[src/rtl/sine_rom_arbiter_if.sv]
// Bus bundle for sine_rom_arbiter: requester handshake, external ROM port and
// tagged result. slave = arbiter side, master = requesters/ROM/consumer side.
interface sine_rom_arbiter_if #(
  parameter int NUM_REQ    = 4,
  parameter int ADDR_WIDTH = 9,
  parameter int DATA_WIDTH = 16,
  parameter int TAG_WIDTH  = $clog2(NUM_REQ)
);
  logic [NUM_REQ-1:0]                req;
  logic [NUM_REQ*(ADDR_WIDTH+2)-1:0] phase;
  logic [NUM_REQ-1:0]                ack;
  logic [ADDR_WIDTH-1:0]             rom_addr;
  logic [DATA_WIDTH-1:0]             rom_q;
  logic                              out_valid;
  logic [TAG_WIDTH-1:0]              out_tag;
  logic [DATA_WIDTH:0]               out_data;

  modport slave (
    input  req, phase, rom_q,
    output ack, rom_addr, out_valid, out_tag, out_data
  );

  modport master (
    output req, phase, rom_q,
    input  ack, rom_addr, out_valid, out_tag, out_data
  );
endinterface

[src/rtl/sine_rom_arbiter.sv]
// Shares one external quarter-wave sine ROM between NUM_REQ requesters via a
// 3-stage pipeline. Define SINE_ARB_FIXED_PRIO_EN for fixed priority instead of round-robin.
module sine_rom_arbiter #(
  parameter int NUM_REQ    = 4,
  parameter int ADDR_WIDTH = 9,
  parameter int DATA_WIDTH = 16,
  parameter int TAG_WIDTH  = $clog2(NUM_REQ)
) (
  input logic               clk,
  input logic               reset_reg_N,
  sine_rom_arbiter_if.slave bus
);
  localparam int PW = ADDR_WIDTH + 2;

  logic [NUM_REQ-1:0]    ack_q, ack_d;
  logic [ADDR_WIDTH-1:0] rom_addr_q, rom_addr_d;
  logic                  s1_valid_q, s1_valid_d, s2_valid_q, s2_valid_d;
  logic [TAG_WIDTH-1:0]  s1_tag_q, s1_tag_d, s2_tag_q, s2_tag_d;
  logic                  s1_neg_q, s1_neg_d, s2_neg_q, s2_neg_d;
  logic                  out_valid_q, out_valid_d;
  logic [TAG_WIDTH-1:0]  out_tag_q, out_tag_d;
  logic [DATA_WIDTH:0]   out_data_q, out_data_d;
`ifndef SINE_ARB_FIXED_PRIO_EN
  logic [TAG_WIDTH-1:0]  last_q, last_d;
  logic [TAG_WIDTH:0]    cand;
`endif

  logic [PW-1:0]         ph [NUM_REQ];
  logic [NUM_REQ-1:0]    elig;
  logic                  found;
  logic [TAG_WIDTH-1:0]  win;
  logic [PW-1:0]         sel_phase;
  logic [ADDR_WIDTH-1:0] idx;
  logic [DATA_WIDTH:0]   mag;

  for (genvar g = 0; g < NUM_REQ; g++) begin : g_unpack
    assign ph[g] = bus.phase[g*PW +: PW];
  end

  always_comb begin
    // Masking by the visible ack stops a still-held level from winning twice.
    elig  = bus.req & ~ack_q;
    found = 1'b0;
    win   = '0;
`ifdef SINE_ARB_FIXED_PRIO_EN
    for (int unsigned i = 0; i < NUM_REQ; i++) begin
      if (!found && elig[TAG_WIDTH'(i)]) begin
        found = 1'b1;
        win   = TAG_WIDTH'(i);
      end
    end
`else
    cand = '0;
    for (int unsigned k = 1; k <= NUM_REQ; k++) begin
      cand = {1'b0, last_q} + (TAG_WIDTH+1)'(k);
      if (cand >= (TAG_WIDTH+1)'(NUM_REQ)) cand = cand - (TAG_WIDTH+1)'(NUM_REQ);
      if (!found && elig[cand[TAG_WIDTH-1:0]]) begin
        found = 1'b1;
        win   = cand[TAG_WIDTH-1:0];
      end
    end
`endif
    sel_phase = ph[win];
    idx       = sel_phase[ADDR_WIDTH-1:0];
    mag       = {1'b0, bus.rom_q};
  end

  always_comb begin
    ack_d      = found ? (NUM_REQ'(1) << win) : '0;
    rom_addr_d = rom_addr_q;
    s1_tag_d   = s1_tag_q;
    s1_neg_d   = s1_neg_q;
    if (found) begin
      // Odd quadrants mirror the index, upper half-wave is negated.
      rom_addr_d = sel_phase[ADDR_WIDTH] ? ~idx : idx;
      s1_tag_d   = win;
      s1_neg_d   = sel_phase[ADDR_WIDTH+1];
    end
    s1_valid_d  = found;
    s2_valid_d  = s1_valid_q;
    s2_tag_d    = s1_tag_q;
    s2_neg_d    = s1_neg_q;
    out_valid_d = s2_valid_q;
    out_tag_d   = s2_valid_q ? s2_tag_q : out_tag_q;
    out_data_d  = out_data_q;
    if (s2_valid_q) out_data_d = s2_neg_q ? ('0 - mag) : mag;
`ifndef SINE_ARB_FIXED_PRIO_EN
    last_d = found ? win : last_q;
`endif
  end

  always_ff @(posedge clk) begin
    if (!reset_reg_N) begin
      ack_q       <= '0;
      rom_addr_q  <= '0;
      s1_valid_q  <= 1'b0;
      s1_tag_q    <= '0;
      s1_neg_q    <= 1'b0;
      s2_valid_q  <= 1'b0;
      s2_tag_q    <= '0;
      s2_neg_q    <= 1'b0;
      out_valid_q <= 1'b0;
      out_tag_q   <= '0;
      out_data_q  <= '0;
`ifndef SINE_ARB_FIXED_PRIO_EN
      last_q      <= TAG_WIDTH'(NUM_REQ - 1);
`endif
    end else begin
      ack_q       <= ack_d;
      rom_addr_q  <= rom_addr_d;
      s1_valid_q  <= s1_valid_d;
      s1_tag_q    <= s1_tag_d;
      s1_neg_q    <= s1_neg_d;
      s2_valid_q  <= s2_valid_d;
      s2_tag_q    <= s2_tag_d;
      s2_neg_q    <= s2_neg_d;
      out_valid_q <= out_valid_d;
      out_tag_q   <= out_tag_d;
      out_data_q  <= out_data_d;
`ifndef SINE_ARB_FIXED_PRIO_EN
      last_q      <= last_d;
`endif
    end
  end

  assign bus.ack       = ack_q;
  assign bus.rom_addr  = rom_addr_q;
  assign bus.out_valid = out_valid_q;
  assign bus.out_tag   = out_tag_q;
  assign bus.out_data  = out_data_q;
endmodule

[src/flat_wrapper.sv]
// flat-port wrapper written by rule: the top's interface ports become plain ports
module sine_rom_arbiter_flat 
#(
  parameter int NUM_REQ    = 4,
  parameter int ADDR_WIDTH = 9,
  parameter int DATA_WIDTH = 16,
  parameter int TAG_WIDTH  = $clog2(NUM_REQ)
)
  (clk, reset_reg_N, bus_req, bus_phase, bus_rom_q, bus_ack, bus_rom_addr, bus_out_valid, bus_out_tag, bus_out_data);
  sine_rom_arbiter_if #(.NUM_REQ(NUM_REQ), .ADDR_WIDTH(ADDR_WIDTH), .DATA_WIDTH(DATA_WIDTH), .TAG_WIDTH(TAG_WIDTH)) bus_i ();
  input logic clk;
  input logic reset_reg_N;
  input wire logic [$bits(bus_i.req)-1:0] bus_req;
  input wire logic [$bits(bus_i.phase)-1:0] bus_phase;
  input wire logic [$bits(bus_i.rom_q)-1:0] bus_rom_q;
  output wire logic [$bits(bus_i.ack)-1:0] bus_ack;
  output wire logic [$bits(bus_i.rom_addr)-1:0] bus_rom_addr;
  output wire logic [$bits(bus_i.out_valid)-1:0] bus_out_valid;
  output wire logic [$bits(bus_i.out_tag)-1:0] bus_out_tag;
  output wire logic [$bits(bus_i.out_data)-1:0] bus_out_data;
  assign bus_i.req = bus_req;
  assign bus_i.phase = bus_phase;
  assign bus_i.rom_q = bus_rom_q;
  assign bus_ack = bus_i.ack;
  assign bus_rom_addr = bus_i.rom_addr;
  assign bus_out_valid = bus_i.out_valid;
  assign bus_out_tag = bus_i.out_tag;
  assign bus_out_data = bus_i.out_data;
  sine_rom_arbiter #(.NUM_REQ(NUM_REQ), .ADDR_WIDTH(ADDR_WIDTH), .DATA_WIDTH(DATA_WIDTH), .TAG_WIDTH(TAG_WIDTH)) u_core (.clk(clk), .reset_reg_N(reset_reg_N), .bus(bus_i));
endmodule
[config.mk]
export PLATFORM = sky130hd
export DESIGN_NAME = sine_rom_arbiter_flat
export DESIGN_NICKNAME = d
export VERILOG_FILES = /design/src/rtl/sine_rom_arbiter_if.sv /design/src/rtl/sine_rom_arbiter.sv /design/src/flat_wrapper.sv
export SDC_FILE = /design/constraint.sdc
export NUM_CORES = 1
export LEC_CHECK = 0
export CAP_MARGIN = 20
export CORE_MARGIN = 4
export CORE_UTILIZATION = 39
export CTS_CLUSTER_SIZE = 10
export DETAILED_ROUTE_END_ITERATION = 7
export GPL_TIMING_DRIVEN = 0
export MAX_ROUTING_LAYER = met4
export PLACE_DENSITY = 0.82
export SLEW_MARGIN = 20
export SYNTH_ARGS = -nofsm -noshare
export SYNTH_HDL_FRONTEND = slang
export SYNTH_SLANG_ARGS = --single-unit
[constraint.sdc]
create_clock -name clk -period 2.08 [get_ports clk]
set_input_delay 0.312 -clock clk [delete_from_list [all_inputs] [get_ports clk]]
set_output_delay 0.312 -clock clk [all_outputs]
set_load 0.005 [all_outputs]
# Yosys cells after proc, flatten, opt, wreduce, memory -nomap -nowiden
# Index checks and enable logic that the tools add are counted.
[word_totals]
mem_bits_ro = 0
elab_cells = 67
ram_bits = 0
latch_bits = 0
in_bits = 66
reg_bits = 43
n_memories = 0
[classes]
shifts = 1
reduce_logical = 7
n_eq_ne = 0
bitwise = 4
n_addsub = 9
muxes = 25
n_lt_le_gt_ge = 9
n_mul = 0
div = 0
[op_table]
columns = ["operator", "count"]
rows = [
  ["$bmux 11 s2", 1],
  ["$mux 11", 2],
  ["$mux 17", 1],
  ["$sub 1x16->17 const A", 1],
  ["$mux 2", 8],
  ["$ge 3x3->1 const B", 5],
  ["$lt 2x3->1 const B", 4],
  ["$mux 9", 1],
  ["$not 9->9", 1],
  ["$bmux 1 s2", 4],
  ["$mux 1", 8],
  ["$sub 2x1->2 const B", 4],
  ["$add 2x2->3 const B", 2],
  ["$and 4x4->4", 1],
  ["$not 4->4", 1],
  ["$shl 1x2->4 const A", 1],
  ["$add 2x1->3 const B", 1],
  ["$add 2x3->3 const B", 1],
  ["$logic_and 1x1->1", 3],
  ["$logic_not 1->1", 3],
  ["$not 2->3", 1],
  ["$reduce_and 2->1", 1],
]

# Longest topological paths before layout
[depth]
depth_word = 21
depth_mapped = 7

# Worst setup path after synthesis
# No wires, ideal clock.
[synth_path]
path_type = "in2reg"
from = "input port bus_rom_q[7]"
to = "register u_core.out_data_q[15], in the netlist u_core.bus.out_data[15]"
path_slack_ps = 46
setup_time_ps = 132
path_stages = 6
arrival_time_ps = 1901
required_ps = 1948
path_cell_list = "or3_4 or4_4 or4_4 o21ai_2 xor2_1 a21oi_1"
[synth_via]
elab_chain_len = 2
[synth_rtl]
columns = ["item", "line", "source"]
rows = [
  ["start: declaration", "flat_wrapper.sv:15", "input wire logic [$bits(bus_i.rom_q)-1:0] bus_rom_q;"],
  ["$sub 1x16->17", "sine_rom_arbiter.sv:86", "if (s2_valid_q) out_data_d = s2_neg_q ? ('0 - mag) : mag;"],
  ["$mux 17", "sine_rom_arbiter.sv:86", ""],
  ["end signal: assignment", "sine_rom_arbiter.sv:119", "out_data_q <= out_data_d;"],
  ["end: declaration", "sine_rom_arbiter.sv:22", "logic [DATA_WIDTH:0] out_data_q, out_data_d;"],
]
# Every way passes these cells.
# A chain may end at the register's enable or synchronous reset.

# Worst setup path in the final report
[layout_path]
from = "input port bus_rom_q[8]"
to = "register u_core.out_data_q[14], in the netlist u_core.bus.out_data[14]"
# The elaborated chain is that of the path after synthesis.

==> results.sh <==
export IMPL_multiInputGateArea_um2=1420
export IMPL_cell_internal_pwr_uw=1640
export IMPL_powerDensity_nw_per_um2=685
export IMPL_place_gp_congestion=0.837
export IMPL_synth_most_common_cell="dfxtp_1"
export IMPL_synthTopCellsByArea="dfxtp_1, xor2_1, xnor2_1"
export IMPL_slew_viol_final=0
export IMPL_vias=2301
export IMPL_setup_viol=0
export IMPL_cts_tree="done"
export IMPL_critPathTopFamily="simple AND/OR/NAND/NOR gates"
export IMPL_clockBufferDepth=2
export IMPL_initial_utilization=0.401
export IMPL_synth_ff_type="dfxtp_1"
export IMPL_endpoint_kind="register"
export IMPL_fin_nets=446
export IMPL_seqCellArea_um2=861
export IMPL_fin_util=0.593
export IMPL_coreArea_um2=5890
export IMPL_hold_class="input port to register"
export IMPL_clkSinkCount=43
export IMPL_instances_no_fill=455
export IMPL_fin_worst_skew_ns=0.00535
export IMPL_synth_top_area_cell="dfxtp_1"
export IMPL_insertion_delay_ns=0.29
export IMPL_grt_overflow=0
export IMPL_hold_buffers=0
export IMPL_dp_hpwl_mm=5.03
export IMPL_synth_edf_count=0
export IMPL_worst_setup_path_type="input port to register"
export IMPL_worst_path_max_fanout=3
export IMPL_ios=99
export IMPL_port_buffers=94
export IMPL_crit_path_top_delay_cell="or4_4"
export IMPL_first_global_vias=2313
export IMPL_post_route_period_util=0.943
export IMPL_grt_max_degree=14
export IMPL_drcViolationCount=0
export IMPL_slew_headroom=0.579
export IMPL_pwr_share_comb=0.369
export IMPL_path_cells="buf_2, or3_4, or4_4, buf_4, o41ai_1, xor2_1, a21oi_1"
export IMPL_hp_start="bus_rom_q[8]"
export IMPL_wire_per_inst_um=13.6
export IMPL_numCtsBuffers=5
export IMPL_fp_dieH_um=85.8
export IMPL_fillers=543
export IMPL_p_leak_uw=0.00126
export IMPL_rows=28
export IMPL_tightest_slew_ns=0.631
export IMPL_crit_required_ns=2.24
export IMPL_first_pass_iters=4
export IMPL_whs_ns=0.368
export IMPL_fin_crit_ns=1.96
export IMPL_synth_cell_type_count=39
export IMPL_grt_use_total=0.177
export IMPL_tns_ns=0
export IMPL_vias_per_cell=5.06
export IMPL_rsz0062_at_grt="no"
export IMPL_path_buf_inv=2
export IMPL_wirelength_mm=6.17
export IMPL_dieWidth_um=85.8
export IMPL_yosys_warnings=0
export IMPL_r2r_start="u_core.bus.ack[0]$_SDFF_PP0_"
export IMPL_async_flop_share=0
export IMPL_power_net_switching_uw=750
export IMPL_dieArea_um2=7370
export IMPL_seqPwrFrac=0.417
export IMPL_drv_cap=0
export IMPL_ant_nets=0
export IMPL_syn_inst=276
export IMPL_startpoint="bus_rom_q[8]"
export IMPL_root_buffer="clkbuf_8"
export IMPL_syn_nets=343
export IMPL_diodes=0
export IMPL_ir_worst_vdd_mv=0.284
export IMPL_antenna_found_initial=0
export IMPL_drt_iter0_drc=45
export IMPL_synth_top_cells_by_count="dfxtp_1, xor2_1, nand2_1, xnor2_1"
export IMPL_status="finished clean"
export IMPL_final_hold_viol_count=0
export IMPL_syn_avg_cell_area_um2=8.56
export IMPL_netlist_area_um2=2360
export IMPL_slowest_delay_ns=0.49
export IMPL_worstPathArrival_ns=2.12
export IMPL_cts_max_level=2
export IMPL_grt_pass1_wl_mm=10.3
export IMPL_startpoint_type="input port"
export IMPL_synth_top_area_share=0.364
export IMPL_power_share_clock=0.214
export IMPL_fmax_mhz=510
export IMPL_power_switching_share=0.314
export IMPL_seq_area_frac_synth=0.364
export IMPL_syn2layout_area_growth_pct=47.8
export IMPL_drive_gt1_frac=0.0763
export IMPL_clkTransAtPathRegs_ns=0.08
export IMPL_ys_ff_latch=43
export IMPL_placedCellCount=445
## placed cells by master (no fill, tap or decap), drive strengths merged, types with 11 or more instances in the layout
| master | n |
|---|---|
| clkbuf | 20 |
| nor2 | 18 |
| o211ai | 18 |
| o21ai | 20 |
| dfxtp | 43 |
| clkdlybuf4s50 | 89 |
| nand2 | 28 |
| a211oi | 11 |
| xnor2 | 19 |
| buf | 11 |
| xor2 | 31 |
## repair_timing
item,CTS,global route
buffers inserted,2,0
cloned,0,0
gates resized for setup,15,12
setup endpoints to repair,12,11
pin swaps,8,3
hold endpoints to repair,0,0
## registers in the layout, indices dropped and copies added (netlist names), 2 cells and up
name and count:
u_core.bus.out_data 17, u_core.bus.rom_addr 9, u_core.bus.ack 4, u_core.bus.out_tag 2
u_core.last_q 2, u_core.s1_tag_q 2, u_core.s2_tag_q 2
## cell type report
type / instances / area share
multi-input cells: 209 / 0.405
repair buffers: 96 / 0.269
flip-flops and latches: 43 / 0.247
well taps: 75 / 0.0269
plain buffers: 20 / 0.0237
clock buffers: 6 / 0.0208
inverters: 4 / 0.00430
clock inverters: 2 / 0.00358
## power groups by stage
stage,Sequential (uW),Combinational (uW),Clock [uW]
floorplan,1010,466,0
global placement,1010,863,0
detailed placement,1010,880,0
CTS,997,883,528
global route,1010,980,562
finish,996,883,512
## final timing paths
kind | to | slack, ns | cells past startpoint
setup reg to reg | u_core.bus.rom_addr[3]$_SDFFE_PN0P_ | 0.34 | 7
hold / removal | u_core.bus.out_data[8]$_SDFFE_PN0P_ | 0.37 | 3
hold reg to reg | u_core.out_valid_d$_SDFF_PN0_ | 0.44 | 1
setup / recovery | u_core.bus.out_data[14]$_SDFFE_PN0P_ | 0.12 | 7
## per-layer routing
metal,wire length (um),up-vias,GRT usage
li1,-,1171,-
met1,2480,1021,0.193
met2,3060,100,0.309
met3,568,9,0.0576
met4,67,0,0.0489
met5,0,-,-
## cells by family after synthesis
family / count (synthesis) / synth area share
AO/OA/AOI/OAI: 77 / 0.222
XOR/XNOR: 50 / 0.185
adder cells (fa/ha/maj): 1 / 0.00530
buffers and inverters: 24 / 0.0381
flip-flops: 43 / 0.364
multiplexers: 7 / 0.0297
AND/OR/NAND/NOR: 74 / 0.155
## per-stage QoR
step	total power, uW	area (um2)	setup slack, ns
floorplan	1480	2360	0.0464
global placement	1880	3400	-0.512
detailed placement	1890	3400	-0.544
CTS	2410	3480	0.000528
global route	2560	3490	0.00131
finish	2390	3490	0.119
## tightest hold or removal path, cell delays in order
cell and delay (ns):
buf_2 0.10, xor2_1 0.13, a211oi_1 0.07
No activity file was read; power rests on OpenSTA's default activity.
